### src/rtl/reg_dump_unit.sv
// Debug register dumper: borrows the bank's rs1 read port, walks registers 0..NUM_REGS-1
// and streams {addr,data} over valid/ready, keeping a running XOR checksum of accepted words.
module reg_dump_unit #(
    parameter int NUM_REGS = 16,
    parameter int ADDR_W   = 4,
    parameter int DATA_W   = 32
) (
    input  logic              clk,
    input  logic              rst_n,
    input  logic              dump_req,
    input  logic              abort,
    input  logic              cpu_idle,
    output logic              stall_cpu,
    output logic [ADDR_W-1:0] rb_rs1_addr,
    input  logic [DATA_W-1:0] rb_rs1_data,
    output logic              out_valid,
    input  logic              out_ready,
    output logic [ADDR_W-1:0] out_addr,
    output logic [DATA_W-1:0] out_data,
    output logic              busy,
    output logic              done,
    output logic [DATA_W-1:0] checksum
);

    typedef enum logic [2:0] {
        S_IDLE      = 3'd0,
        S_WAIT_IDLE = 3'd1,
        S_ADDR      = 3'd2,
        S_SEND      = 3'd3,
        S_DONE      = 3'd4
    } state_t;

    localparam logic [ADDR_W-1:0] LAST_IDX = ADDR_W'(NUM_REGS - 1);

    state_t              state_q, state_d;
    logic [ADDR_W-1:0]   idx_q, idx_d;
    logic [ADDR_W-1:0]   rb_addr_q, rb_addr_d;
    logic                out_valid_q, out_valid_d;
    logic [ADDR_W-1:0]   out_addr_q, out_addr_d;
    logic [DATA_W-1:0]   out_data_q, out_data_d;
    logic [DATA_W-1:0]   checksum_q, checksum_d;
    logic                stall_q, stall_d;
    logic                busy_q, busy_d;
    logic                done_q, done_d;
    logic                accept;
    logic                last_word;

    // State and all registered outputs share one asynchronous, active-high reset.
    always_ff @(posedge clk or posedge rst_n) begin
        if (rst_n) begin
            state_q     <= S_IDLE;
            idx_q       <= '0;
            rb_addr_q   <= '0;
            out_valid_q <= 1'b0;
            out_addr_q  <= '0;
            out_data_q  <= '0;
            checksum_q  <= '0;
            stall_q     <= 1'b0;
            busy_q      <= 1'b0;
            done_q      <= 1'b0;
        end else begin
            state_q     <= state_d;
            idx_q       <= idx_d;
            rb_addr_q   <= rb_addr_d;
            out_valid_q <= out_valid_d;
            out_addr_q  <= out_addr_d;
            out_data_q  <= out_data_d;
            checksum_q  <= checksum_d;
            stall_q     <= stall_d;
            busy_q      <= busy_d;
            done_q      <= done_d;
        end
    end

    assign accept    = (state_q == S_SEND) && out_valid_q && out_ready && !abort;
    assign last_word = (idx_q == LAST_IDX);

    // Abort overrides everything, including a fresh request seen in IDLE.
    always_comb begin
        state_d = state_q;
        if (abort) begin
            state_d = S_IDLE;
        end else begin
            case (state_q)
                S_IDLE:      if (dump_req) state_d = S_WAIT_IDLE;
                S_WAIT_IDLE: if (cpu_idle) state_d = S_ADDR;
                S_ADDR:      state_d = S_SEND;
                S_SEND:      if (accept) state_d = last_word ? S_DONE : S_ADDR;
                S_DONE:      state_d = S_IDLE;
                default:     state_d = S_IDLE;
            endcase
        end
    end

    always_comb begin
        idx_d       = idx_q;
        rb_addr_d   = rb_addr_q;
        out_addr_d  = out_addr_q;
        out_data_d  = out_data_q;
        checksum_d  = checksum_q;
        out_valid_d = (state_d == S_SEND);
        stall_d     = (state_d != S_IDLE);
        busy_d      = (state_d != S_IDLE);
        done_d      = (state_d == S_DONE);

        if (state_q == S_IDLE && state_d == S_WAIT_IDLE) begin
            idx_d      = '0;
            rb_addr_d  = '0;
            checksum_d = '0;
        end

        if (state_q == S_WAIT_IDLE && state_d == S_ADDR) begin
            rb_addr_d = idx_q;
        end

        // The bank captured registers[idx] on the negedge inside ADDR; latch it now.
        if (state_q == S_ADDR && state_d == S_SEND) begin
            out_data_d = rb_rs1_data;
            out_addr_d = idx_q;
        end

        if (accept) begin
            checksum_d = checksum_q ^ out_data_q;
            if (!last_word) begin
                idx_d     = idx_q + ADDR_W'(1);
                rb_addr_d = idx_q + ADDR_W'(1);
            end
        end
    end

    assign stall_cpu   = stall_q;
    assign rb_rs1_addr = rb_addr_q;
    assign out_valid   = out_valid_q;
    assign out_addr    = out_addr_q;
    assign out_data    = out_data_q;
    assign busy        = busy_q;
    assign done        = done_q;
    assign checksum    = checksum_q;

endmodule

### config.mk
export PLATFORM = sky130hd
export DESIGN_NAME = reg_dump_unit
export DESIGN_NICKNAME = d
export VERILOG_FILES = /design/src/rtl/reg_dump_unit.sv
export SDC_FILE = /design/constraint.sdc
export NUM_CORES = 1
export LEC_CHECK = 0
export ABC_AREA = 1
export CAP_MARGIN = 20
export CORE_ASPECT_RATIO = 0.7
export CORE_MARGIN = 2
export CORE_UTILIZATION = 46
export CTS_CLUSTER_DIAMETER = 120
export DETAILED_ROUTE_END_ITERATION = 12
export HOLD_SLACK_MARGIN = 0.1
export PLACE_DENSITY = 0.76
export SLEW_MARGIN = 20
export SYNTH_ARGS = -nofsm -noshare
export SYNTH_HDL_FRONTEND = slang
export SYNTH_SLANG_ARGS = --single-unit
### constraint.sdc
create_clock -name clk -period 3.6 [get_ports clk]
set_input_delay 0.72 -clock clk [delete_from_list [all_inputs] [get_ports clk]]
set_output_delay 0.72 -clock clk [all_outputs]
set_load 0.02 [all_outputs]
[Word-level counts from Yosys, hierarchy flattened]
Cells that the tools add are included.
Word-level totals
  bits in registers: 82
  input port bits: 38
Cells by class
  bitwise gates (word level): 1
  multiplexer cells: 15
  equal/unequal tests: 8
  reduce and logical (&&, ||, !) cells: 10
  add/sub/neg operators: 1
Operator list (count)
  $mux W32: 2
  $xor A32 B32 Y32: 1
  $mux W4: 7
  $mux W3: 5
  $eq A3 B2 Y1 const B: 4
  $pmux W3 S4: 1
  $eq A3 B1 Y1 const B: 2
  $logic_and A1 B1 Y1: 6
  $add A4 B1 Y4 const B: 1
  $eq A4 B4 Y1 const B: 1
  $eq A3 B3 Y1 const B: 1
  $logic_not A3 Y1: 1
  $reduce_bool A3 Y1: 1
  $reduce_bool A2 Y1: 1
  $logic_not A1 Y1: 1

[Depth between registers and ports, before layout]
Gate-level depths: netlist of the first run.
  word-level depth: 13
  depth in mapped cells: 11
  depth with buffers taken out: 11

[Worst setup path after synthesis of the first run]
OpenSTA, ideal clock, no wires.
  kind: input to register
  start point: input port abort
  end point: register checksum_q[7], in the netlist checksum[7]
  stages on the path: 8
  slack: 1.636 ns
  library setup time: 0.133 ns
  path buffers: 2
  data arrival time: 1.831 ns
  cells stage by stage: inv_1 > nand3_1 > nor3_1 > inv_1 > clkbuf_1 > clkbuf_1 > nand3_1 > o21ai_0
Between the ends
  word-level cells in the longest chain between the ends: 8
  elaborated cells between the ends (all ways): 9
  classes of those cells: eq/ne (1); mux (4); reduce/logical (4)
Ends and longest elaborated chain
  from (decl): line 11  | input logic abort,
  $logic_not A1 Y1: line 75  | assign accept = (state_q == S_SEND) && out_valid_q && out_ready && !abort;
  $logic_and A1 B1 Y1: line 75
  $mux W3: line 88  | S_SEND: if (accept) state_d = last_word ? S_DONE : S_ADDR;
  $pmux W3 S4: line 84  | case (state_q)
  $mux W3: line 81  | if (abort) begin
  $eq A3 B1 Y1: line 106  | if (state_q == S_IDLE && state_d == S_WAIT_IDLE) begin
  $logic_and A1 B1 Y1: line 106
  $reduce_bool A2 Y1 (no line)
  to (signal assigned): line 68  | checksum_q <= checksum_d;
  to (decl): line 41  | logic [DATA_W-1:0] checksum_q, checksum_d;
Parallel ways exist; a longest one is shown, timed or not.
A chain may end at the register's enable or synchronous reset.

[Worst setup path after layout of the first run]
  start point: input port abort
  end point: register checksum_q[26], in the netlist checksum[26]
The elaborated chain is that of the path after synthesis.

==> results.md, run 1 <==
Die:
- The standard-cell row count is 26.
- The core region area is around 7400 um^2.
- In this run the count of I/O pins placed on the die edge is 114.
- The die extent in y is 77.7 um.
- The die covers around 8500 um^2.
- The die width is 109 um.
- The effective utilization at floorplan is 0.481.

Synthesis:
- The share of the synthesized area in compound gates (AO/OA/AOI/OAI) came to 0.104.
- The number of warnings issued by yosys is 0.
- The area share of xor/xnor cells in the synthesized design is 0.0835.
- The netlist area before placement is between 3000 and 4000 um^2.
- The synthesized netlist contains 20 unique library cells.
- Of the total synthesized cell area, the portion taken by AND, OR, NAND and NOR gates is 0.155.
- The synthesized netlist net count is around 420.
- By area, the combinational part of the netlist is dominated by simple AND/OR/NAND/NOR gates.
- Counting every instance in the synthesized netlist gives around 380.
- The synthesized design contains 82 register bits.
- For this run, the register share of the synthesized area comes to 0.575.
- The synthesized area divided by synthesized cell count is a little over 9 um^2.
- The area share of fa/ha/maj cells after synthesis is 0.00351.
- Of the post-synthesis cell area, the part taken by muxes is 0.

Finish:
- The area used by multi-input combinational logic is ~1200 um^2.
- The area added between synthesis and finish is 39.8%.
- The final layout contains roughly 530 nets.
- The most common cell after layout, fill and taps aside is clkdlybuf4s50_1.
- The proportion of layout cells with a drive suffix above 1 is 0.0480.
- The number of fill cells is about 590.
- The finished layout holds between 500 and 600 standard cells, fillers aside.
- Once layout is complete, the utilization of the core stands at 0.673.
- 0 antenna diodes ended up in the layout.
- The register area is 2050 um^2.
- The top cell types in the final layout, fill and taps aside, are clkdlybuf4s50_1 (113), dfrtp_1 (82), o21ai_0 (68), nand2_1 (63), inv_1 (49).

Critical path:
- The dominant cell type by count on the critical path is nand3_1.
- The critical path class is input port to flop.
- Data on the critical path is required at its endpoint by roughly 3.8 ns.
- STA classifies the critical path startpoint as an input port.
- The worst setup path is captured at a flop.
- The data arrival time of the worst path is between 2 and 3 ns.
- The critical path goes through clkdlybuf4s50_1 > inv_1 > nand3_1 > o21ai_0 > nand2_1 > nand3_1 > buf_4 > nand3_1 > o21ai_0.
- In this run the critical register-to-register path is launched from state_q[2]$_DFF_PP0_.
- On the critical path, the stage with the largest delay is an instance of clkdlybuf4s50_1.
- In this run the worst setup path begins at abort.
- In this run the worst path has a maximum fanout of 24.
- The cell family contributing the most delay on the critical path is buffers and inverters.
- The buffers plus inverters on the worst setup path is 3.
- For this run, the slowest stage of the critical path takes ~0.45 ns.

Timing:
- The number of endpoints failing setup at the final stage is 0.
- The fmax is roughly 400 MHz.
- Hold is met by approximately 0.52 ns.
- The aggregate negative setup slack is 0 ns.
- The normalized max-slew margin is 0.402.
- The number of hold violations in the final report is 0.
- The slew of the pin with the lowest slew margin is between 0.8 and 0.9 ns.
- Setup repair after global routing left no endpoint under its margin.
- The clock period minus worst slack is around 2.5 ns.
- The max-slew violation count is 0.
- Dividing the final minimum period by the clock period gives 0.693.
- The largest clock skew in the final design is between 0.007 and 0.008 ns.

Clocking:
- The clock latency reported for the late side of the worst-skew pair is between 0.3 and 0.4 ns.
- The number of H-tree levels is 3.
- The hold buffer count at cts is 0.
- Clock tree synthesis found a total of a little over 80 sinks.
- The maximum clock path buffer count is 2.
- The number of buffers added by the clock tree synthesis step is 9.
- The clock slew at the register clock pins of the worst setup and hold paths is about 0.080 ns.
- The number of gates resized after CTS is 0.
- The buffers inserted during post-CTS setup optimization is 0.
- The clock tree from TritonCTS is yes.
- CTS placed an instance of clkbuf_8 at the clock tree root.

GRT:
- The largest net degree at the start of global routing is 67.
- The initial antenna violation count is 0.
- The leftover overflow at the end of global routing is 0.
- The via count of the first global-routing pass came to between 2000 and 3000.
- The first global-routing pass estimated 13.8 mm of wire.
- The total track usage is 0.211.

Placed design:
- Counting tap cells, the placed design contains a total of a little under 600 instances.
- The count of buffers added on input and output ports is around 110.
- Routability-driven placement finished with a final weighted congestion of 0.882.
- The detailed placement HPWL is 6.02 mm.

Run status:
- The flow ran to the end, and the final reports show no timing, DRC or antenna violations.

Route:
- In the routed design, unresolved DRC markers number 0.
- The number of vias per cell after detailed routing is roughly 4.9.
- The detailed router finished its first iteration with between 150 and 200 violations.
- The routed wire length is roughly 8.4 mm.
- Once detail routing completed, the nets flagged for antenna violations numbered 0.
- The first-pass detailed-route iteration total is 4.
- The via total after detailed routing is 2944.
- The routed wire length per instance is about 14 um.

Power and ir drop:
- In this run the static leakage power is 2.32 nW.
- The power per unit of standard cell area is a little under 500 nW/um^2.
- The overall power consumption is 0.00245 W.
- VDD sags by at most approximately 340 uV.

Hold path:
- The worst hold path belongs to the class flop to flop.
- The launch instance of the worst min-delay path is idx_q[3]$_DFF_PP0_.

Job:
- The reported max-cap violation count is 0.
-- flip-flops by register name (all words and copies together) (netlist names) --
register     cells
busy             1
checksum        32
done             1
idx_q            4
out_addr         4
out_data        32
out_valid        1
rb_rs1_addr      4
state_q          3
-- synthesized netlist by cell type, drive strengths merged --
library cell	number	area (um^2)
buf	8	50.1
clkbuf	10	40.0
dfrtp	82	2050
ha	1	12.5
inv	51	191
nand2	64	243
nand3	43	215
nand3b	1	7.51
nand4	5	31.3
nor2	7	26.3
nor3	4	31.3
o21ai	74	370
xnor2	32	280
xor2	2	17.5
-- where the power goes --
part | total (W) | switching, W | leakage, nW | internal, W
logic | 0.000601 | 0.000301 | 1.23 | 0.000301
registers | 0.00112 | 0.0000973 | 0.980 | 0.00102
clock network | 0.000733 | 0.000326 | 0.109 | 0.000407
-- stage by stage --
step,setup slack (ns),instance area (um^2)
2_1_floorplan,0.772,3570
3_3_place_gp,0.902,4770
3_5_place_dp,0.723,4770
4_1_cts,1.10,4990
5_1_grt,0.896,4990
6_report,1.10,4990
-- path summary, 6_finish.rpt --
path	endpoint	slack (ns)	depth (start not counted)
hold / removal	out_addr[3]$_DFFE_PP0P_	0.52	2
setup / recovery	checksum[26]$_DFFE_PP0P_	1.10	9
setup reg to reg	checksum[26]$_DFFE_PP0P_	1.39	9
min in group asynchronous	out_data[10]$_DFFE_PP0P_	0.75	2
hold reg to reg	out_addr[3]$_DFFE_PP0P_	0.52	2
max in group asynchronous	checksum[9]$_DFFE_PP0P_	2.06	3
-- cells by family (layout without fill, tap and decap cells) --
family / count (synthesis) / after routing
compound gates: 74 / 74
flops: 82 / 82
simple gates: 124 / 124
xor+xnor: 34 / 34
fa+ha+maj: 1 / 1
buf+inv: 69 / 185
-- layer usage --
metal | global-route usage | up-vias | share of wire
met5 | 0 | - | 0
met3 | 0.0807 | 14 | 0.085
met4 | 0.0595 | 0 | 0.014
li1 | - | 1455 | -
met1 | 0.281 | 1383 | 0.47
met2 | 0.321 | 92 | 0.43
-- worst register-to-register path: stages (launching register included) --
cell and delay, ns:
dfrtp_1 0.44, nor2_1 0.22, nand3_1 0.11, nand2_1 0.10
inv_1 0.04, nand2_1 0.07, nand3_1 0.43, buf_4 0.42
nand3_1 0.10, o21ai_0 0.12
-- area by class of cell --
type,instances,area share
inverters,51,0.0386
well taps,98,0.0246
clock inverters,5,0.0155
clock buffers,11,0.0283
flip-flops and latches,82,0.411
repair buffers,118,0.234
multi-input cells,233,0.247
Power figures use the tool's default switching activity.
==> run 2, diff against run 1 <==
Settings changed: CORE_UTILIZATION 46 to 42, PLACE_DENSITY 0.76 to 0.73.
Clock period 3.6 ns to 2 ns, I/O delays scaled along.
==> results.md, run 2 (synthesized netlist as in run 1, its figures left out) <==
Die:
- The die width is 114 um.
- The die extent in y is about 81 um.
- In this run the count of I/O pins placed on the die edge is ~110.
- The standard-cell row count is 28.
- For this configuration, the core starts out at a cell density of 0.428.
- The core region area is 8340 um^2.
- The die covers between 9000 and 10000 um^2.

Critical path:
- The critical path class is flop to flop.
- The required time at the endpoint of the critical path is between 2 and 2.5 ns.
- The worst setup path is launched from a flop.
- STA classifies the critical path endpoint as a flop.
- The worst register-to-register path has a depth of 11.
- The data arrival time of the worst path is approximately 2.1 ns.
- The largest fanout of any net on the critical path is 22.

Finish:
- In the final design database the tool counted between 500 and 600 nets.
- The area added between synthesis and finish is 47.2%.
- The number of fill cells is around 700.
- In the final layout, the share of cells above drive strength 1 is 0.0816.
- The final cell count without fillers is 620.
- The library cells used most frequently in the layout, excluding fill and tap cells, are clkdlybuf4s50_1 (113), dfrtp_1 (82), o21ai_0 (68), nand2_1 (63), inv_1 (49).
- The count of inserted antenna diode cells is 0.
- Leaving out fill and tap cells, the most frequent cell in the layout is clkdlybuf4s50_1.

Timing:
- Adding up every negative setup slack in the final design gives 0 ns.
- Derived from the worst setup path, the maximum achievable clock frequency is between 500 and 600 MHz.
- The max-slew violation count is 0.
- The largest clock skew in the final design is 0.0108 ns.
- The number of hold violations in the final report came to 0.
- The final period utilization is 0.936.
- The worst pin sits at a relative slew slack of 0.684.
- The number of endpoints failing setup at the final stage is 0.
- For the pin with the worst max-slew slack, the measured transition is about 0.47 ns.
- The clock period minus worst slack is between 1.5 and 2 ns.

GRT:
- The global-route wire length before repair is ~15 mm.
- The via count of the first global-routing pass is 2945.
- Across every metal layer, demand over resource in global routing totals 0.202.
- The initial antenna violation count is 0.
- Entering global routing, the biggest net connects 53 pins.
- The leftover overflow at the end of global routing is 0.

Clocking:
- The clock slew at the register clock pins of the worst setup and hold paths is around 0.06 ns.
- The number of buffers added by the clock tree synthesis step is 9.
- In this run the clock root is driven by a clkbuf_16.
- TritonCTS built the clock tree.
- The sink count of the clock tree is 82.
- The maximum clock path buffer count is 2.
- The clock latency reported for the late side of the worst-skew pair is about 0.33 ns.
- The H-tree was split into 3 levels.

Route:
- The final routed DRC violation total is 0.
- The first detailed-routing pass ran for 4 iterations.
- The via total after detailed routing is 3060.
- In this run the remaining antenna-violating nets after routing total 0.
- After detailed routing, the average wire length per cell comes to 14.9 um.
- Dividing the detail-routed via count by the number of cells gives between 4 and 5.
- The first routing iteration left about 160 violations.
- After detailed routing, the total wire length is just over 9 mm.

Power and ir drop:
- Of the total power, the clock network draws 0.337.
- The power per unit of standard cell area is 902 nW/um^2.
- The fraction of power spent switching nets is 0.289.
- The total leakage power is approximately 2.4 nW.
- The share of total power dissipated in combinational logic is 0.238.
- The cell-internal power is roughly 0.0034 W.
- For this design the total switching power over the nets is around 0.0014 W.
- IR analysis of the VDD net gives a maximum drop of approximately 570 uV.
- The share of power burned in registers is 0.426.

Job:
- Max-cap violations in this run came to 0.

Hold path:
- The tightest min-delay check is of the input port to asynchronous set/reset pin type.

Placed design:
- The detailed placement HPWL is 6.35 mm.
- The congestion estimate from routability-driven global placement came to 0.840.
- The number of cells in the design after placement is 601.
- Input and output buffers added on the ports amount to between 100 and 150.

Run status:
- The run finished with clean final reports.
run 2: changes by cell type in the layout (fill, tap and decap cells not counted), moves of 2 or more:
cell       before  now
buf_4           5   17
clkbuf_16       0   10
buf_12          0    3
nor2_2          0    2
clkbuf_8       10    0
nor2_1          7    5
run 2: through the flow:
step            util  hold WS [ns]  setup WS [ns]  power (W)  cell area (um^2)
4_1_cts        0.624         0.544          0.152    0.00477              5200
6_report       0.630         0.539          0.129    0.00474              5250
2_1_floorplan      -         0.474          0.301    0.00258              3570
3_3_place_gp   0.589         0.522        -0.0146    0.00314              4910
5_1_grt        0.630         0.559        -0.0546    0.00496              5250
3_5_place_dp   0.589         0.540        -0.0692    0.00317              4910
run 2: worst max-delay path: stages, from the launching register on:
cell       delay [ns]
dfrtp_1          0.45
nor2_2           0.18
nand2_1          0.14
nand2_1          0.10
inv_1            0.04
nand2_1          0.08
nand2_2          0.08
nor3_4           0.22
buf_4            0.18
clkbuf_16        0.18
nand2_1          0.07
o21ai_0          0.07
run 2: area by class of cell:
| cell class | count | area (um^2) | share of cell area |
|---|---|---|---|
| clock buffers | 10 | 229 | 0.0436 |
| clock inverters | 5 | 56.3 | 0.0107 |
| inverters | 51 | 195 | 0.0372 |
| multi-input cells | 233 | 1240 | 0.237 |
| flip-flops and latches | 82 | 2050 | 0.391 |
| well taps | 105 | 131 | 0.0250 |
| repair buffers | 134 | 1340 | 0.256 |
run 2: per-layer routing:
layer  global-route usage  share of wire  vias up
li1                     -              -     1486
met1                0.291           0.49     1478
met2                0.302           0.44       90
met3               0.0627          0.067        6
met4               0.0402         0.0065        0
met5                    0              0        -
run 2: final timing paths:
kind,from,end,slack [ns]
min reg2reg,out_addr[3]$_DFFE_PP0P_,out_addr[3]$_DFFE_PP0P_,0.54
min,rst_n,checksum[19]$_DFFE_PP0P_,0.54
max,state_q[2]$_DFF_PP0_,out_data[28]$_DFFE_PP0P_,0.13
min in group clk,out_addr[3]$_DFFE_PP0P_,out_addr[3]$_DFFE_PP0P_,0.54
max reg2reg,state_q[2]$_DFF_PP0_,out_data[28]$_DFFE_PP0P_,0.13
max in group asynchronous,rst_n,checksum[5]$_DFFE_PP0P_,1.01
run 2: power groups by stage:
stage	clock network (W)	registers, W	logic (W)
after floorplan	0	0.00223	0.000350
after detailed placement	0	0.00204	0.00112
final	0.00160	0.00202	0.00113
after global routing	0.00169	0.00204	0.00122
after global placement	0	0.00204	0.00110
after CTS	0.00162	0.00202	0.00113
run 2: what timing repair did:
item	4_1_cts	5_1_grt
hold endpoints to repair	0	0
setup endpoints to repair	0	4
hold buffers	0	0
gates resized for setup	0	2
setup buffers	0	3
==> run 3, diff against run 2 <==
Settings changed: HOLD_SLACK_MARGIN 0.1 to unset.
==> results of run 3 <==
No change in the layout: final DEF, timing and power equal those of run 2.
